==> src/rtl/fetch_queue.sv <==
// Fetch-to-decode decoupling queue: in-order {pc, instr} buffer with
// first-word fall-through, valid/ready on both sides and a one-cycle flush.
module fetch_queue #(
    parameter int DEPTH = 4,
    parameter int AW    = 32,
    parameter int IW    = 32
) (
    input  logic                     clk,
    input  logic                     rst,
    input  logic                     in_valid,
    output logic                     in_ready,
    input  logic [AW-1:0]            in_pc,
    input  logic [IW-1:0]            in_instr,
    input  logic                     flush,
    output logic                     out_valid,
    input  logic                     out_ready,
    output logic [AW-1:0]            out_pc,
    output logic [IW-1:0]            out_instr,
    output logic [AW-1:0]            out_pc_plus4,
    output logic [$clog2(DEPTH):0]   count,
    output logic                     align_err
);

    localparam int PW = $clog2(DEPTH);
    localparam int CW = PW + 1;
    localparam logic [CW-1:0] FULL = CW'(DEPTH);

    logic [AW-1:0] pc_mem  [DEPTH];
    logic [IW-1:0] ins_mem [DEPTH];

    logic [PW-1:0] rd_q, rd_d;
    logic [PW-1:0] wr_q, wr_d;
    logic [CW-1:0] cnt_q, cnt_d;
    logic          err_q, err_d;
    logic          push, pop;

    // Handshake uses registered count only: no pass-through when full.
    assign in_ready  = rst && (cnt_q != FULL);
    assign out_valid = rst && (cnt_q != '0);
    assign push      = in_valid && in_ready;
    assign pop       = out_valid && out_ready;

    always_comb begin
        rd_d  = rd_q;
        wr_d  = wr_q;
        cnt_d = cnt_q;
        err_d = err_q;
        if (flush) begin
            rd_d  = '0;
            wr_d  = '0;
            cnt_d = '0;
        end else begin
            if (push) wr_d = wr_q + PW'(1);
            if (pop)  rd_d = rd_q + PW'(1);
            unique case ({push, pop})
                2'b10:   cnt_d = cnt_q + CW'(1);
                2'b01:   cnt_d = cnt_q - CW'(1);
                default: cnt_d = cnt_q;
            endcase
            if (push && (in_pc[1:0] != 2'b00)) err_d = 1'b1;
        end
    end

    always_ff @(posedge clk) begin
        if (!rst) begin
            rd_q  <= '0;
            wr_q  <= '0;
            cnt_q <= '0;
            err_q <= 1'b0;
        end else begin
            rd_q  <= rd_d;
            wr_q  <= wr_d;
            cnt_q <= cnt_d;
            err_q <= err_d;
        end
    end

    // Storage is never cleared; a flushed push must not write.
    always_ff @(posedge clk) begin
        if (push && !flush) begin
            pc_mem[wr_q]  <= in_pc;
            ins_mem[wr_q] <= in_instr;
        end
    end

    assign out_pc       = out_valid ? pc_mem[rd_q]  : '0;
    assign out_instr    = out_valid ? ins_mem[rd_q] : '0;
    assign out_pc_plus4 = out_valid ? out_pc + AW'(4) : '0;
    assign count        = cnt_q;
    assign align_err    = err_q;

endmodule

==> config.mk <==
export PLATFORM = sky130hd
export DESIGN_NAME = fetch_queue
export DESIGN_NICKNAME = d
export VERILOG_FILES = /design/src/rtl/fetch_queue.sv
export SDC_FILE = /design/constraint.sdc
export NUM_CORES = 1
export LEC_CHECK = 0
export CAP_MARGIN = 20
export CORE_ASPECT_RATIO = 1.2
export CORE_MARGIN = 2
export CORE_UTILIZATION = 45
export CTS_CLUSTER_SIZE = 25
export DETAILED_ROUTE_END_ITERATION = 12
export HOLD_SLACK_MARGIN = 0.02
export PLACE_DENSITY = 0.77
export REMOVE_ABC_BUFFERS = 1
export SETUP_SLACK_MARGIN = 0.1
export SLEW_MARGIN = 25
export SYNTH_ARGS = -nofsm -noshare
export SYNTH_HDL_FRONTEND = slang
export SYNTH_SLANG_ARGS = --single-unit
==> constraint.sdc <==
create_clock -name clk -period 4.7 [get_ports clk]
set_input_delay 0.94 -clock clk [delete_from_list [all_inputs] [get_ports clk]]
set_output_delay 0.94 -clock clk [all_outputs]
set_load 0.01 [all_outputs]
==> impl_metrics.tcl <==
set metrics [dict create \
    die_area_sq_mm 0.0257 \
    drive_above_1_share_pct 19.9 \
    grt_antenna_before_repair 2 \
    cts-buffers-inserted 26 \
    path_buf_inv 3 \
    cts_tree "done" \
    worstReg2RegStart "count[0]$_SDFFE_PP0P_" \
    die_x_um 147 \
    p_sw_uw 937 \
    period_needed_ns 4.59 \
    hp-start "align_err$_SDFFE_PN0P_" \
    drv_slew 0 \
    antenna_cells 0 \
    cts_max_path_buffers 3 \
    layout_commonest_cell "edfxtp_1" \
    hp-class "reg -> reg" \
    drv_cap 0 \
    p_per_area_mw_per_mm2 335 \
    synth-simple-area-share_pct 8.09 \
    leakage_nw 4.74 \
    grt_max_degree 37 \
    max_stage_delay_ns 0.52 \
    grt_pass1_vias 6210 \
    grtUsageTotal_pct 17.2 \
    path_cells "clkdlybuf4s50_1, o31ai_4, inv_2, and2_1, ha_2, nand2_1, o22ai_4, nand4_4, nor4_2, mux2_1, clkdlybuf4s50_1" \
    ys_types 44 \
    path_common_cell "clkdlybuf4s50_1" \
    clk_latency_ns 0.52 \
    syn-cell-area_sq_mm 0.0110 \
    internal_power_mw 3.83 \
    io_pins 171 \
    endpoint_kind "output port" \
    die_y_um 175 \
    vias 6012 \
    final_cell_mix "256 x edfxtp_1, 157 x clkdlybuf4s50_1, 62 x and2_1" \
    routed_via_density 5.28 \
    ys_ff_latch 266 \
    fin_skew_ns 0.00842 \
    place_area_sq_mm 0.0132 \
    ir_drop_v 0.000318 \
    initial_utilization_pct 45.8 \
    ctsHoldBuffers 0 \
    synth.area.top_cells "edfxtp_1 70%, mux4_2 13%, and2_1 3.8%" \
    syn_to_final_growth_pct 29.8 \
    detail-route-antenna-nets 0 \
    synthXorXnorAreaFrac_pct 1.20 \
    utilization_pct 59.4 \
    dp_hpwl_mm 14.1 \
    rsz0062_at_grt "yes" \
    clkSinkCount 266 \
    fillers 1755 \
    wl_mm 22.2 \
    power_frac_clock_pct 40.6 \
    critPathRequiredTime_ns 3.76 \
    worstSetupStartpoint "rst" \
    slew_headroom_pct 51.6 \
    drtIter0Drc 252 \
    pwr-share-comb_pct 4.4 \
    sequentialPowerShare_pct 55.1 \
    root_buffer "clkbuf_16" \
    critPathArrivalTime_ns 3.65 \
    drc_errors 0 \
    overflow 0 \
    syn_avg_cell_area_sq_um 18.6 \
    cts_htree_levels 1 \
    synth_mux_area_share_pct 14.5 \
    synth_warnings 0 \
    dr.pass1.iters 4 \
    final_area_sq_mm 0.0142 \
    gp_congestion 0.845 \
    grt_pass1_wl_mm 34.3 \
    layout.nets 875 \
    worstSetupPathType "in -> out" \
    status "finished clean" \
    core.rowCount 62 \
    multi_input_comb_area_sq_mm 0.00301 \
    tightestPinTransition_ns 0.715 \
    path_max_fanout 4 \
    fin_crit_sh_pct 97.7 \
    register_area_sq_mm 0.00790 \
    io_buffers 170 \
    fmax_mhz 218 \
    syn_inst 591 \
    start_kind "input pin" \
    synth_fa_ha_area_share_pct 0.866 \
    finalPower_mw 4.77 \
    synth-compound-area-share_pct 1.52 \
    clk_pin_slew_ns 0.06 \
    synth_top_family_by_area "multiplexers" \
    yosysTopAreaCellShare_pct 70.0 \
    hold_violations 0 \
    critPathTopFamily "buffers and inverters" \
    report.final.setup_viol 0 \
    wire_per_inst_um 19.5 \
    reg2reg_slack_ns 1.93 \
    swShare_pct 19.6 \
    synth_top_cell_by_area "edfxtp_1" \
    core-area_sq_mm 0.0240 \
    crit_path_top_delay_cell "clkdlybuf4s50_1" \
    seq_area_frac_synth_pct 71.9 \
]
==> kinds of logic after synthesis <==
logic type      after synthesis
mux                          77
flops                       266
compound gates               25
xor+xnor                     15
simple gates                157
buf+inv                      44
fa+ha+maj                     7
==> per-layer routing <==
layer  share of wire (%)  GRT usage [%]  wire length [um]
met5                0.12              0                27
met4                 1.8           4.45               390
met3                 5.4           3.50              1200
met2                  51           29.2             11200
met1                  42           22.8              9350
==> final timing paths <==
kind / endpoint / cells past startpoint
setup / recovery: out_pc_plus4[22] / 11
hold / removal: align_err$_SDFFE_PN0P_ / 1
setup reg to reg: count[2]$_SDFFE_PP0P_ / 11
hold reg to reg: align_err$_SDFFE_PN0P_ / 1
==> state kept, by name (all words and copies together) (netlist names), named ones only <==
name       flops
ins_mem      128
pc_mem       128
count          3
rd_q           2
wr_q           2
align_err      1
==> through the flow <==
stage / setup TNS, ns / cells / hold slack [ns] / setup slack [ns]
2_1_floorplan: -28.06 / 563 / 0.485 / -1.47
3_3_place_gp: -0.0711 / 1076 / 0.458 / -0.0432
3_5_place_dp: -0.262 / 1076 / 0.461 / -0.0707
4_1_cts: 0 / 1126 / 0.485 / 0.0147
5_1_grt: -0.0456 / 1139 / 0.521 / -0.0456
6_report: 0 / 1139 / 0.485 / 0.108
==> cell usage after synthesis, drive strengths merged <==
cell type  number
edfxtp        256
and2           66
mux4           64
nor2           25
nand2          20
inv            16
buf            14
clkbuf         14
a21oi          10
dfxtp          10
nand4          10
xnor2           9
nand3           8
mux2            7
nor4            7
o31ai           7
or4             7
ha              6
mux2i           6
xor2            6
and3            4
and4            2
nand2b          2
nor3            2
o21a            2
o21ai           2
or3             2
fa              1
nand4b          1
o22ai           1
o311ai          1
o31a            1
o41ai           1
or4b            1
==> power groups by stage <==
stage	Sequential [mW]	Combinational [mW]	Clock (mW)
3_5_place_dp	2.68	0.207	0
4_1_cts	2.63	0.208	1.99
2_1_floorplan	2.68	0.0691	0
6_report	2.63	0.208	1.93
5_1_grt	2.63	0.226	2.08
3_3_place_gp	2.68	0.203	0
==> final cells by class <==
type                            instances  share of cell area [%]
Clock buffer                           28                    4.77
Multi-Input combinational cell        282                    21.2
Timing Repair Buffer                  207                    14.5
Inverter                               16                   0.422
Clock inverter                         20                   0.923
Sequential cell                       266                    55.4
Tap cell                              320                    2.81
==> timing repair <==
item	in CTS	in global routing
pin swaps	2	3
resized for setup	8	22
cloned	0	1
setup buffers	2	12
hold endpoints to repair	0	0
setup endpoints to repair	14	11
Power figures use the tool's default switching activity.
